[src/rtl/patch_sum_window.sv]
// patch_sum_window: streaming patch summer.
//   Each accepted beat carries NS samples (one patch column). Stage 1 sums the column.
//   Stage 2 keeps a sliding window of the last PATCH_W column sums within the current
//   image row and emits one patch sum for each window position.
// Ports:
//   clk, rst (synchronous, active-low)
//   valid_i, done_i, samples_i[NS*DW]      upstream beat, frame-close request
//   sum_o[SUM_W], valid_o                  patch sum, 1-cycle strobe
//   busy_o                                 high while filling or running a row
//   progress_done_o                        1-cycle pulse when the frame closes
// Optional feature (macro PATCH_SUM_THRESH_EN):
//   adds thr_i[SUM_W] and bit_o = (patch sum >= thr_i), qualified by valid_o.
module patch_sum_window #(
  parameter  int unsigned DW      = 8,
  parameter  int unsigned NS      = 17,
  parameter  int unsigned PATCH_W = 3,
  parameter  int unsigned COLS    = 19,
  parameter  int unsigned ROWS    = 19,
  localparam int unsigned SUM_W   = DW + $clog2(NS * PATCH_W)
) (
  input  logic               clk,
  input  logic               rst,
  input  logic               valid_i,
  input  logic               done_i,
  input  logic [NS*DW-1:0]   samples_i,
`ifdef PATCH_SUM_THRESH_EN
  input  logic [SUM_W-1:0]   thr_i,
  output logic               bit_o,
`endif
  output logic [SUM_W-1:0]   sum_o,
  output logic               valid_o,
  output logic               busy_o,
  output logic               progress_done_o
);

  localparam int unsigned CSW = DW + $clog2(NS);
  localparam int unsigned CW  = (COLS > 1) ? $clog2(COLS) : 1;
  localparam int unsigned RW  = (ROWS > 1) ? $clog2(ROWS) : 1;

  typedef enum logic [1:0] {
    S_IDLE,
    S_FILL,
    S_RUN,
    S_DONE
  } state_t;

  state_t                          state_q, state_d;
  logic [CW-1:0]                   col_q, col_d;
  logic [RW-1:0]                   row_q, row_d;
  logic                            busy_q, busy_d;
  logic                            prog_q, prog_d;

  // Stage 1 registers
  logic [CSW-1:0]                  colsum_q, colsum_d;
  logic                            v1_q, v1_d;
  logic                            emit1_q, emit1_d;
  logic                            first1_q, first1_d;

  // Stage 2 registers
  logic [PATCH_W-1:0][CSW-1:0]     hist_q, hist_d;
  logic [SUM_W-1:0]                win_q, win_d;
  logic                            valid_q, valid_d;

  logic [CSW-1:0]                  colsum_c;
  logic                            accept_c;
  logic                            last_col_c;
  logic                            last_row_c;
  logic                            emit_c;

  // Column sum of the incoming beat
  always_comb begin
    colsum_c = '0;
    for (int k = 0; k < int'(NS); k++) begin
      colsum_c = colsum_c + CSW'(samples_i[k*DW +: DW]);
    end
  end

  // Beats arriving during the single DONE cycle are not part of any frame and are dropped.
  assign accept_c   = valid_i && (state_q != S_DONE);
  assign last_col_c = (col_q == CW'(COLS - 1));
  assign last_row_c = (row_q == RW'(ROWS - 1));
  // Beat completes a window once at least PATCH_W columns of this row have arrived.
  assign emit_c     = (32'(col_q) + 32'd1) >= 32'(PATCH_W);

  // Frame/row sequencing
  always_comb begin
    state_d = state_q;
    col_d   = col_q;
    row_d   = row_q;
    case (state_q)
      S_DONE: state_d = S_IDLE;
      default: begin
        if (accept_c) begin
          if (last_col_c) begin
            col_d = '0;
            if (last_row_c) begin
              row_d   = '0;
              state_d = S_DONE;
            end else begin
              row_d   = row_q + RW'(1);
              state_d = S_FILL;
            end
          end else begin
            col_d   = col_q + CW'(1);
            state_d = emit_c ? S_RUN : S_FILL;
          end
        end
        if (done_i && (state_q != S_IDLE)) begin
          state_d = S_DONE;
          col_d   = '0;
          row_d   = '0;
        end
      end
    endcase
    busy_d = (state_d == S_FILL) || (state_d == S_RUN);
    prog_d = (state_q == S_DONE);
  end

  // Stage 1: capture column sum and per-beat qualifiers
  always_comb begin
    v1_d     = accept_c;
    emit1_d  = accept_c && emit_c;
    first1_d = (col_q == '0);
    colsum_d = accept_c ? colsum_c : colsum_q;
  end

  // Stage 2: sliding window; the first column of a row restarts the window from scratch,
  // so nothing carries over from the previous row or an aborted frame.
  always_comb begin
    hist_d  = hist_q;
    win_d   = win_q;
    valid_d = 1'b0;
    if (v1_q) begin
      hist_d[0] = colsum_q;
      for (int i = 1; i < int'(PATCH_W); i++) begin
        hist_d[i] = first1_q ? '0 : hist_q[i-1];
      end
      // Intermediate may wrap; the final value is always in range, so modular math is exact.
      win_d   = first1_q ? SUM_W'(colsum_q)
                         : win_q + SUM_W'(colsum_q) - SUM_W'(hist_q[PATCH_W-1]);
      valid_d = emit1_q;
    end
  end

`ifdef PATCH_SUM_THRESH_EN
  logic bit_q, bit_d;

  // Threshold compare on the new window sum, updated with sum_o
  always_comb begin
    bit_d = bit_q;
    if (v1_q) begin
      bit_d = (win_d >= thr_i);
    end
  end

  always_ff @(posedge clk) begin
    if (!rst) begin
      bit_q <= 1'b0;
    end else begin
      bit_q <= bit_d;
    end
  end

  assign bit_o = bit_q;
`else
  // Threshold compare not built.
`endif

  // State and datapath registers
  always_ff @(posedge clk) begin
    if (!rst) begin
      state_q  <= S_IDLE;
      col_q    <= '0;
      row_q    <= '0;
      busy_q   <= 1'b0;
      prog_q   <= 1'b0;
      colsum_q <= '0;
      v1_q     <= 1'b0;
      emit1_q  <= 1'b0;
      first1_q <= 1'b0;
      hist_q   <= '0;
      win_q    <= '0;
      valid_q  <= 1'b0;
    end else begin
      state_q  <= state_d;
      col_q    <= col_d;
      row_q    <= row_d;
      busy_q   <= busy_d;
      prog_q   <= prog_d;
      colsum_q <= colsum_d;
      v1_q     <= v1_d;
      emit1_q  <= emit1_d;
      first1_q <= first1_d;
      hist_q   <= hist_d;
      win_q    <= win_d;
      valid_q  <= valid_d;
    end
  end

  assign sum_o           = win_q;
  assign valid_o         = valid_q;
  assign busy_o          = busy_q;
  assign progress_done_o = prog_q;

endmodule

[config.mk]
export PLATFORM = sky130hd
export DESIGN_NAME = patch_sum_window
export DESIGN_NICKNAME = d
export VERILOG_FILES = /design/src/rtl/patch_sum_window.sv
export SDC_FILE = /design/constraint.sdc
export NUM_CORES = 1
export LEC_CHECK = 0
export ABC_AREA = 1
export ABC_CLOCK_PERIOD_IN_PS = 5900
export BUFFER_PORTS_ARGS = -buffer_cell sky130_fd_sc_hd__buf_4
export CORE_UTILIZATION = 35
export CTS_BUF_LIST = sky130_fd_sc_hd__clkbuf_2
export DETAILED_ROUTE_END_ITERATION = 10
export SLEW_MARGIN = 20
export SYNTH_ARGS = -nofsm -noshare
export SYNTH_HDL_FRONTEND = slang
export SYNTH_SLANG_ARGS = --single-unit
[constraint.sdc]
create_clock -name clk -period 5.9 [get_ports clk]
set_input_delay 0.59 -clock clk [delete_from_list [all_inputs] [get_ports clk]]
set_output_delay 0.59 -clock clk [all_outputs]
set_load 0.05 [all_outputs]
==> results.sh <==
export IMPL_yosysUniqueCellTypes=32
export IMPL_yosysWarnings=0
export IMPL_wl_um=16500
export IMPL_fin_tns_setup_ns=0
export IMPL_start_kind="input port"
export IMPL_die_area_sq_um=23600
export IMPL_slew_violations=0
export IMPL_period_needed_ns=4.81
export IMPL_whs_ns=0.297
export IMPL_crit_slowest_cell="fa_1"
export IMPL_netlist_area_sq_um=8060
export IMPL_die_y_um=154
export IMPL_grt_pass1_wl_um=29900
export IMPL_worst_path_dominant_cell_family="adder cells"
export IMPL_arrival_ns=5.33
export IMPL_max_freq_mhz=208
export IMPL_critical_path_max_fanout=3
export IMPL_rrSetupSlack_ns=3.29
export IMPL_place_ws_ns=0.397
export IMPL_synth_seq_cells=84
export IMPL_ant_nets=0
export IMPL_gr_total_overflow=0
export IMPL_synth_flop_cell="dfxtp_1"
export IMPL_nNetsFinal=1479
export IMPL_globalplace_congestion=0.839
export IMPL_cts_hold_buf=0
export IMPL_crit_top_cell="fa_1"
export IMPL_portBuffers=156
export IMPL_initial_core_util=0.356
export IMPL_antenna_found_initial=0
export IMPL_multi_input_area_sq_um=5100
export IMPL_coreArea_sq_um=22600
export IMPL_h_tree_depth=3
export IMPL_cts_sinks=84
export IMPL_max_cap_violations=0
export IMPL_synth_area_leaders="fa_1 (32%), dfxtp_1 (21%), inv_1 (14%)"
export IMPL_cp_end_kind="register"
export IMPL_fill_cells=2303
export IMPL_antenna_cells=0
export IMPL_outcome="finished clean"
export IMPL_cp_num_buf_inv=5
export IMPL_postSynth_asyncResetShare=0
export IMPL_tightestPinTransition_ns=0.919
export IMPL_rsz0062_at_grt="false"
export IMPL_clk_pin_slew_worst_paths_ns=0.25
export IMPL_io_pins=157
export IMPL_synth_largest_area_cell="fa_1"
export IMPL_setup_viol=0
export IMPL_syn_area_per_cell_sq_um=7.88
export IMPL_rr_startpoint="v1_q"
export IMPL_worstHoldPathCells=3
export IMPL_clkLatencyLatePin_ns=0.59
export IMPL_drive_above_1_share=0.161
export IMPL_synth_edf_count=0
export IMPL_cts_buffer_depth=2
export IMPL_crit_required_ns=6.41
export IMPL_seq_area_frac_synth=0.209
export IMPL_syn2layout_area_growth_pct=20.1
export IMPL_cts_made_buffers=9
export IMPL_vias_per_cell=4.37
export IMPL_clock_skew_ns=0.0265
export IMPL_path_cells="buf_4 > inv_1 > fa_1 > inv_1 > fa_1 > fa_1 > fa_1 > fa_1 > inv_1 > fa_1 > inv_1 > ha_1 > fa_1 > nand3_1 > nand2_1 > nand2_1 > a21boi_0 > o21ai_0 > a21oi_1"
export IMPL_slowest_delay_ns=0.55
export IMPL_min_from="rst"
export IMPL_post_route_drc_count=0
export IMPL_slew_headroom=0.386
export IMPL_layout_area_seq_sq_um=1680
export IMPL_grt_max_degree=55
export IMPL_layout_common_cells="inv_1 (311), nand2_1 (197), buf_4 (158)"
export IMPL_dr_first_iter_drc_count=241
export IMPL_hold_path_endpoint="first1_q"
export IMPL_first_pass_iters=4
export IMPL_cts_setup_buffers=0
export IMPL_grt_pass1_vias=6709
export IMPL_synthesis_nets=1332
export IMPL_dp_hpwl_um=14100
export IMPL_cts_root_buf="clkbuf_2"
export IMPL_fin_crit_sh=0.816
export IMPL_track_usage=0.154
export IMPL_cts_tree="yes"
export IMPL_die_w_um=154
export IMPL_fin_ws_ns=1.09
export IMPL_drt_wirelength_per_cell_um=11.3
export IMPL_rr_worst_depth=7
export IMPL_r2r_end="sum_o[4]"
export IMPL_final_common_cell="inv_1"
export IMPL_min_path_type="input port to register"
export IMPL_rows=55
export IMPL_syn_inst=1022
export IMPL_crit_type="input port to register"
export IMPL_cts_resized=0
export IMPL_hold_viol=0
export IMPL_via_count=6370
export IMPL_synth_top_area_share=0.320
[Yosys cell counts (all sizes together), types with 7 or more instances]
library cell,count
dfxtp,84
ha,41
o21ai,25
fa,129
clkbuf,17
a21oi,86
nor2,44
nand2,202
a211oi,11
inv,313
nand3,35
nand4,7
[worst max path at each step]
| stage | startpoint | end | depth (start not counted) |
|---|---|---|---|
| final | samples_i[2] | colsum_q[12] | 19 |
| after global routing | samples_i[2] | colsum_q[12] | 19 |
| after CTS | samples_i[2] | colsum_q[12] | 19 |
| after detailed placement | samples_i[2] | colsum_q[12] | 19 |
| after global placement | samples_i[2] | colsum_q[8] | 21 |
| after floorplan | samples_i[2] | colsum_q[8] | 20 |
[flip-flops by register name, indices dropped and copies added, names as in the netlist]
register,cells
hist_q,39
sum_o,14
colsum_q,13
col_q,5
row_q,5
state_q,2
busy_o,1
emit1_q,1
first1_q,1
progress_done_o,1
v1_q,1
valid_o,1
[worst register-to-register path, delay by kind of cell (launching register included)]
kind | cells | cell delay, ns
flops | 1 | 0.93
simple gates | 2 | 0.29
compound gates | 2 | 0.26
buf+inv | 3 | 1.08
[layer usage]
layer | vias to the layer above | routed length [um] | GRT usage
li1 | 3274 | - | -
met1 | 2976 | 7300 | 0.191
met2 | 110 | 8420 | 0.281
met3 | 10 | 640 | 0.0256
met4 | 0 | 153 | 0.0300
met5 | - | 0 | 0
[metrics by stage]
stage          area, sq um  instances  utilization
2_1_floorplan         8060       1022            -
3_3_place_gp          9510       1443        0.420
3_5_place_dp          9510       1443        0.420
4_1_cts               9680       1459        0.427
5_1_grt               9680       1459        0.427
6_report              9680       1459        0.427
[cell families after synthesis]
| kind of cell | synth area share |
|---|---|
| buffers and inverters | 0.158 |
| AND/OR/NAND/NOR | 0.151 |
| adder cells (fa/ha/maj) | 0.384 |
| AO/OA/AOI/OAI | 0.0868 |
| flip-flops | 0.209 |
| XOR/XNOR | 0.0109 |
[cell type report]
cell class,count,share of cell area
Sequential cell,84,0.174
Timing Repair Buffer,158,0.123
Inverter,315,0.122
Multi-Input combinational cell,601,0.527
Clock inverter,7,0.0128
Clock buffer,9,0.00466
Tap cell,285,0.0369
Power is left out: the tool's default activity adds up to more than one toggle a clock period on the data nets, which glitch-free logic cannot reach.
